$ cat config.mk
export PLATFORM = sky130hd
export DESIGN_NAME = jtag_port_arbiter
export DESIGN_NICKNAME = d
export VERILOG_FILES = /design/src/rtl/jtag_arb_pkg.sv /design/src/rtl/jtag_pin_sync.sv /design/src/rtl/jtag_port_arbiter.sv
export SDC_FILE = /design/constraint.sdc
export NUM_CORES = 1
export LEC_CHECK = 0
export ABC_AREA = 1
export ABC_CLOCK_PERIOD_IN_PS = 1900
export CAP_MARGIN = 30
export CELL_PAD_IN_SITES_DETAIL_PLACEMENT = 1
export CELL_PAD_IN_SITES_GLOBAL_PLACEMENT = 2
export CORE_MARGIN = 2
export CORE_UTILIZATION = 31
export DETAILED_ROUTE_END_ITERATION = 10
export PLACE_DENSITY = 0.84
export SLEW_MARGIN = 30
export SYNTH_ARGS = -nofsm -noshare
export SYNTH_HDL_FRONTEND = slang
export SYNTH_SLANG_ARGS = --single-unit
$ cat constraint.sdc
create_clock -name clk -period 1.9 [get_ports clk]
set_clock_uncertainty 0.05 [all_clocks]
set_input_delay 0.38 -clock clk [delete_from_list [all_inputs] [get_ports clk]]
set_output_delay 0.38 -clock clk [all_outputs]
set_load 0.1 [all_outputs]
$ cat src/rtl/jtag_arb_pkg.sv
// Shared types and helpers for the multi-host JTAG port arbiter.
package jtag_arb_pkg;

    typedef enum logic [1:0] {
        ST_IDLE,
        ST_RESET_SEQ,
        ST_OWNED,
        ST_DRAIN
    } arb_state_e;

    // Synchroniser reset value, packed as {tck, tms, tdi, trst_n, req}.
    localparam logic [4:0] SYNC_SAFE = 5'b01010;

    function automatic logic [15:0] sat_inc16(input logic [15:0] value);
        return (value == 16'hFFFF) ? value : value + 16'd1;
    endfunction

endpackage

$ cat src/rtl/jtag_pin_sync.sv
// Multi-stage synchroniser for one host's JTAG pin bundle; resets to a
// state that looks like an idle, non-requesting host.
module jtag_pin_sync
    import jtag_arb_pkg::*;
#(
    parameter int SYNC_STAGES = 2
) (
    input  logic clk,
    input  logic rst_n,
    input  logic tck,
    input  logic tms,
    input  logic tdi,
    input  logic trst_n,
    input  logic req,
    output logic tck_sync,
    output logic tms_sync,
    output logic tdi_sync,
    output logic trst_n_sync,
    output logic req_sync
);

    logic [4:0] stage [SYNC_STAGES];

    always_ff @(posedge clk) begin
        if (!rst_n) begin
            for (int i = 0; i < SYNC_STAGES; i++) stage[i] <= SYNC_SAFE;
        end else begin
            stage[0] <= {tck, tms, tdi, trst_n, req};
            for (int i = 1; i < SYNC_STAGES; i++) stage[i] <= stage[i-1];
        end
    end

    assign {tck_sync, tms_sync, tdi_sync, trst_n_sync, req_sync} = stage[SYNC_STAGES-1];

endmodule

$ cat src/rtl/jtag_port_arbiter.sv
// Round-robin arbiter sharing one TAP between several debug hosts; every
// hand-over is preceded by a self-timed TMS=1 burst that parks the TAP in TLR.
module jtag_port_arbiter
    import jtag_arb_pkg::*;
#(
    parameter int NUM_PORTS    = 2,
    parameter int SYNC_STAGES  = 2,
    parameter int IDLE_TIMEOUT = 64,
    parameter int RESET_TCKS   = 5,
    parameter int TCK_HALF     = 4
) (
    input  logic                         clk,
    input  logic                         rst_n,
    input  logic [NUM_PORTS-1:0]         port_req,
    input  logic [NUM_PORTS-1:0]         port_tck,
    input  logic [NUM_PORTS-1:0]         port_tms,
    input  logic [NUM_PORTS-1:0]         port_tdi,
    input  logic [NUM_PORTS-1:0]         port_trst_n,
    output logic [NUM_PORTS-1:0]         port_tdo,
    output logic [NUM_PORTS-1:0]         port_grant,
    output logic                         jtag_clk,
    output logic                         jtag_tms,
    output logic                         jtag_tdi,
    output logic                         jtag_rst_n,
    input  logic                         jtag_tdo,
    output logic [$clog2(NUM_PORTS)-1:0] active_port,
    output logic                         busy,
    output logic [15:0]                  switch_count
);

    localparam int PW = $clog2(NUM_PORTS);
    localparam int IW = $clog2(IDLE_TIMEOUT + 1);
    localparam int HW = (TCK_HALF > 1) ? $clog2(TCK_HALF) : 1;
    localparam int CW = $clog2(RESET_TCKS);
    localparam logic [HW-1:0] HALF_LAST  = HW'(TCK_HALF - 1);
    localparam logic [CW-1:0] PULSE_LAST = CW'(RESET_TCKS - 1);
    localparam logic [IW-1:0] IDLE_MAX   = IW'(IDLE_TIMEOUT);

    logic [NUM_PORTS-1:0] tck_s, tms_s, tdi_s, trst_n_s, req_s;

    for (genvar g = 0; g < NUM_PORTS; g++) begin : g_sync
        jtag_pin_sync #(.SYNC_STAGES(SYNC_STAGES)) u_sync (
            .clk        (clk),
            .rst_n      (rst_n),
            .tck        (port_tck[g]),
            .tms        (port_tms[g]),
            .tdi        (port_tdi[g]),
            .trst_n     (port_trst_n[g]),
            .req        (port_req[g]),
            .tck_sync   (tck_s[g]),
            .tms_sync   (tms_s[g]),
            .tdi_sync   (tdi_s[g]),
            .trst_n_sync(trst_n_s[g]),
            .req_sync   (req_s[g])
        );
    end

    arb_state_e    state, state_next;
    logic [PW-1:0] rr_ptr, pend, pend_next, winner, sel;
    logic [HW-1:0] half_cnt, half_next;
    logic [CW-1:0] pulse_cnt, pulse_next;
    logic [IW-1:0] idle_cnt;
    logic          found, any_req, other_req, owner_tck, owner_tck_d, burst_done;
    logic          burst_clk_next, clk_next, tms_next, tdi_next, rst_n_next;
    logic [NUM_PORTS-1:0] grant_next;
    int            j;

    // Round-robin search starts just after the last owner.
    always_comb begin
        winner = rr_ptr;
        found  = 1'b0;
        j      = 0;
        for (int k = 1; k <= NUM_PORTS; k++) begin
            j = int'(rr_ptr) + k;
            if (j >= NUM_PORTS) j = j - NUM_PORTS;
            if (!found && req_s[j]) begin
                winner = PW'(j);
                found  = 1'b1;
            end
        end
    end

    assign any_req    = |req_s;
    assign other_req  = |(req_s & ~port_grant);
    assign owner_tck  = tck_s[active_port];
    assign burst_done = (state == ST_RESET_SEQ) && (half_cnt == HALF_LAST) &&
                        !jtag_clk && (pulse_cnt == PULSE_LAST);
    assign sel        = (state == ST_RESET_SEQ) ? pend : active_port;

    always_comb begin
        state_next = state;
        pend_next  = pend;
        case (state)
            ST_IDLE: begin
                if (any_req) begin
                    state_next = ST_RESET_SEQ;
                    pend_next  = winner;
                end
            end
            ST_RESET_SEQ: begin
                if (burst_done) state_next = req_s[pend] ? ST_OWNED : ST_IDLE;
            end
            ST_OWNED: begin
                if (!req_s[active_port] || (other_req && idle_cnt == IDLE_MAX))
                    state_next = ST_DRAIN;
            end
            ST_DRAIN: begin
                if (!owner_tck) begin
                    if (any_req) begin
                        state_next = ST_RESET_SEQ;
                        pend_next  = winner;
                    end else begin
                        state_next = ST_IDLE;
                    end
                end
            end
            default: state_next = ST_IDLE;
        endcase
    end

    // Burst generator: the registered jtag_clk doubles as the current burst level.
    always_comb begin
        half_next      = '0;
        pulse_next     = '0;
        burst_clk_next = 1'b1;
        if (state == ST_RESET_SEQ) begin
            burst_clk_next = jtag_clk;
            half_next      = half_cnt + 1'b1;
            pulse_next     = pulse_cnt;
            if (half_cnt == HALF_LAST) begin
                half_next      = '0;
                burst_clk_next = ~jtag_clk;
                if (!jtag_clk) pulse_next = pulse_cnt + 1'b1;
            end
        end
    end

    always_comb begin
        clk_next   = 1'b0;
        tms_next   = 1'b1;
        tdi_next   = 1'b0;
        rst_n_next = 1'b1;
        grant_next = '0;
        case (state_next)
            ST_RESET_SEQ: clk_next = burst_clk_next;
            ST_OWNED, ST_DRAIN: begin
                clk_next        = tck_s[sel];
                tms_next        = tms_s[sel];
                tdi_next        = tdi_s[sel];
                rst_n_next      = trst_n_s[sel];
                grant_next[sel] = 1'b1;
            end
            default: ;
        endcase
    end

    always_ff @(posedge clk) begin
        if (!rst_n) begin
            state        <= ST_IDLE;
            rr_ptr       <= PW'(NUM_PORTS - 1);
            pend         <= '0;
            active_port  <= '0;
            half_cnt     <= '0;
            pulse_cnt    <= '0;
            idle_cnt     <= '0;
            owner_tck_d  <= 1'b0;
            busy         <= 1'b0;
            switch_count <= '0;
            port_grant   <= '0;
            port_tdo     <= '1;
            jtag_clk     <= 1'b0;
            jtag_tms     <= 1'b1;
            jtag_tdi     <= 1'b0;
            jtag_rst_n   <= 1'b1;
        end else begin
            state       <= state_next;
            pend        <= pend_next;
            half_cnt    <= half_next;
            pulse_cnt   <= pulse_next;
            busy        <= (state_next != ST_IDLE);
            port_grant  <= grant_next;
            port_tdo    <= ~port_grant | {NUM_PORTS{jtag_tdo}};
            jtag_clk    <= clk_next;
            jtag_tms    <= tms_next;
            jtag_tdi    <= tdi_next;
            jtag_rst_n  <= rst_n_next;
            owner_tck_d <= owner_tck;
            if (state == ST_RESET_SEQ && state_next == ST_OWNED) begin
                active_port  <= pend;
                rr_ptr       <= pend;
                switch_count <= sat_inc16(switch_count);
            end
            // Any TCK activity from the owner keeps it from being timed out.
            if (state != ST_OWNED || owner_tck || owner_tck_d) idle_cnt <= '0;
            else if (idle_cnt != IDLE_MAX)                     idle_cnt <= idle_cnt + 1'b1;
        end
    end

endmodule
==> impl_metrics.yaml <==
run_status:
  outcome: "complete, no violations"
cells_and_area:
  drive_gt1_frac: 0.2220
  syn2layout_area_growth_pct: 36.41
  num-fill-cells: 1042
  fin_cells: 518
  n_antenna_cell: 0
  final_nets: 424
logic_synthesis:
  synth_edf_count: 0
  synth_cell_type_count: 34
  yosysMostFrequentCell: "nand2_1"
  ys.flop_type: "dfxtp_1"
  netlist_top_cells_area: "dfxtp_1 (46%), nand2_1 (13%), inv_1 (7.2%)"
  synth_top_area_cell: "dfxtp_1"
  seq_area_frac_synth: 0.4622
  synth_warnings: 0
  syn_nets: 379
  synth.ff_latch_count: 63
  avgSynthCellArea_um2: 7.580
  synthArstFlopShare: 0
  syn_inst: 360
  synth_top_area_share: 0.4622
  synthTopCellsByCount: "nand2_1 (96), dfxtp_1 (63), inv_1 (52)"
  syn-cell-area_mm2: 0.002729
sta:
  timing.final.hold_violations: 0
  maxSlewHeadroom: 0.7512
  tightest_slew_ps: 370.3
  fin_crit_sh: 0.8797
  max_freq_mhz: 598.3
  setup_violations: 0
  period_needed_ps: 1671
  finalMaxSlewViolations: 0
  rsz0062_at_grt: "false"
  setup_tns_ps: 0
worst_hold_path:
  hold_path.class: "reg2reg"
global_routing:
  grt_pass1_vias: 2346
  globalRoute.totalOverflow: 0
  grt_max_degree: 26
  grt_usage: 0.1403
  antenna_found_initial: 0
  grt_pass1_wl_mm: 10.88
detailed_routing:
  initialDrtViolationCount: 47
  detail-route-antenna-nets: 0
  vias: 2306
  wl_mm: 6.404
  dr.pass1.iters: 4
  wl_per_cell_um: 12.36
  drc: 0
  via_per_inst: 4.452
clock_network:
  ctsResizeCount: 0
  cts_buffer_depth: 2
  cts.sinks: 63
  clkTransAtPathRegs_ps: 80
  h-tree-depth: 3
  clock-root-buffer: "clkbuf_8"
  cts_buffers: 9
  cts_tree: "built"
  insertion_delay_ps: 340
  hold_buffers: 0
  postCtsSetupBuffers: 0
worst_setup_path:
  rr_worst_depth: 10
  end_kind: "register"
  path_cells: "inv_1 -> ha_1 -> nand3b_1 -> nor2_2 -> nand2_2 -> clkinv_4 -> nand2_4 -> inv_4 -> nand2_1 -> a21oi_1"
  r2r_setup_slack_ps: 230
  critPathRequiredTime_ps: 2120
  cp.arrival_ps: 1890
  path_max_fanout: 15
  path_depth: 10
  rr_startpoint: "pulse_cnt[0]"
  path_delay_family: "simple AND/OR/NAND/NOR gates"
  worstSetupStartpointType: "register"
  critical-path-max-stage-delay_ps: 320
  setup.worst_path.class: "reg2reg"
  worstSetupStartpoint: "pulse_cnt[0]"
  reg2reg_to: "switch_count[5]"
  critPathBufInv: 3
  endpoint: "switch_count[5]"
  slowest_stage: "dfxtp_1"
floorplanning:
  die_area_mm2: 0.009570
  io_pins: 39
  rows: 34
  core_mm2: 0.008636
  die_w_um: 97.83
  dieHeight_um: 97.83
  initial_core_util: 0.3160
placement:
  gp_congestion: 0.7527
  dp_cells: 502
  port_buffers: 38
  hpwl_mm: 4.705
power:
  finalPower_mw: 2.832
  power_density_mw_per_mm2: 760.8
  leakagePower_nw: 1.546
  vdd_drop_max_uv: 362.5
run:
  cap_violations: 0
==> registers in the layout, indices dropped and copies added (netlist names) <==
name                 flops
busy                     1
state                    2
active_port              1
port_grant               2
idle_cnt                 7
rr_ptr                   1
owner_tck_d              1
pulse_cnt                3
jtag_clk                 1
jtag_tms                 1
jtag_tdi                 1
half_cnt                 2
jtag_rst_n               1
switch_count            16
port_tdo                 2
g_sync.u_sync.stage     20
pend                     1
==> logic make-up after synthesis <==
family / after synthesis / synth area share
and+or+nand+nor: 182 / 0.3017
DFF: 63 / 0.4622
buffers and inverters: 61 / 0.09216
AOI/OAI and AO/OA: 35 / 0.07474
xor gates and xnor gates: 13 / 0.04172
adders and majority gates: 6 / 0.02751
==> where the power goes <==
part / internal [mW] / switching, mW / total [mW]
combinational: 0.0646 / 0.0783 / 0.143
clock: 0.754 / 0.575 / 1.33
sequential: 1.34 / 0.0153 / 1.36
total: 2.16 / 0.669 / 2.83
==> how the worst min path moves through the flow <==
stage                                       startpoint                           end  slack (ps)  depth (start not counted)
after global placement    g_sync[1].u_sync.stage[0][3]  g_sync[1].u_sync.stage[0][8]         340                          1
after CTS                 g_sync[0].u_sync.stage[0][1]  g_sync[0].u_sync.stage[0][6]         370                          1
after floorplan           g_sync[0].u_sync.stage[0][0]  g_sync[0].u_sync.stage[0][5]         340                          2
final                     g_sync[0].u_sync.stage[0][1]  g_sync[0].u_sync.stage[0][6]         360                          1
after detailed placement  g_sync[0].u_sync.stage[0][3]  g_sync[0].u_sync.stage[0][8]         350                          1
after global routing      g_sync[0].u_sync.stage[0][1]  g_sync[0].u_sync.stage[0][6]         380                          1
==> per-layer routing <==
layer  GRT usage  part of all wire  wire length [um]  vias to the layer above
met5           0                 0                 0                        -
met4     0.05769             0.016               102                        0
met3     0.03006             0.024               152                       10
met2      0.2339              0.49              3112                       25
met1      0.1761              0.47              3037                     1067
li1            -                 -                 -                     1204
==> per-stage QoR <==
stage	util	instance area [um2]	hold WS, ps	setup WS (ps)
after floorplan	-	2755	340.5	1.726
after global placement	0.4048	3496	343.7	186.3
after detailed placement	0.4048	3496	351.6	131.3
after CTS	0.4310	3722	368.5	194.8
after global routing	0.4310	3722	376.1	32.25
final	0.4310	3722	361.1	228.6
==> cell type report <==
class                   count  area (um2)  area share
repair buffers             40       643.1      0.1728
clock inverters             7       102.6     0.02756
clock buffers               9       123.9     0.03328
multi-input cells         236        1216      0.3267
flip-flops and latches     63        1287      0.3459
inverters                  55       214.0     0.05748
well taps                 108       135.1     0.03630
==> worst reg2reg max path, cell delays in order, from the launching register on <==
cell      delay [ps]
dfxtp_1          320
inv_1             90
ha_1             150
nand3b_1         100
nor2_2           140
nand2_2          130
clkinv_4          90
nand2_4          120
inv_4            190
nand2_1           80
a21oi_1          140
==> cells in the final DEF (no fill, tap or decap), types with 2 or more instances in the layout <==
cell / instances
nor2_2: 2
o21ai_0: 7
ha_1: 6
inv_1: 52
clkinv_4: 2
buf_4: 3
inv_6: 3
buf_12: 25
clkdlybuf4s50_1: 12
nand3_1: 19
xnor2_1: 3
nand4_1: 3
or2_2: 10
bufinv_16: 2
nor2_4: 2
dfxtp_1: 46
nor3_1: 5
xor2_1: 10
dfxtp_2: 15
clkbuf_8: 9
nor2_1: 34
nand2_2: 3
dfxtp_4: 2
nand3_2: 2
nand2_1: 96
a21oi_1: 20
a21oi_2: 3
No activity file was read; power rests on OpenSTA's default activity.
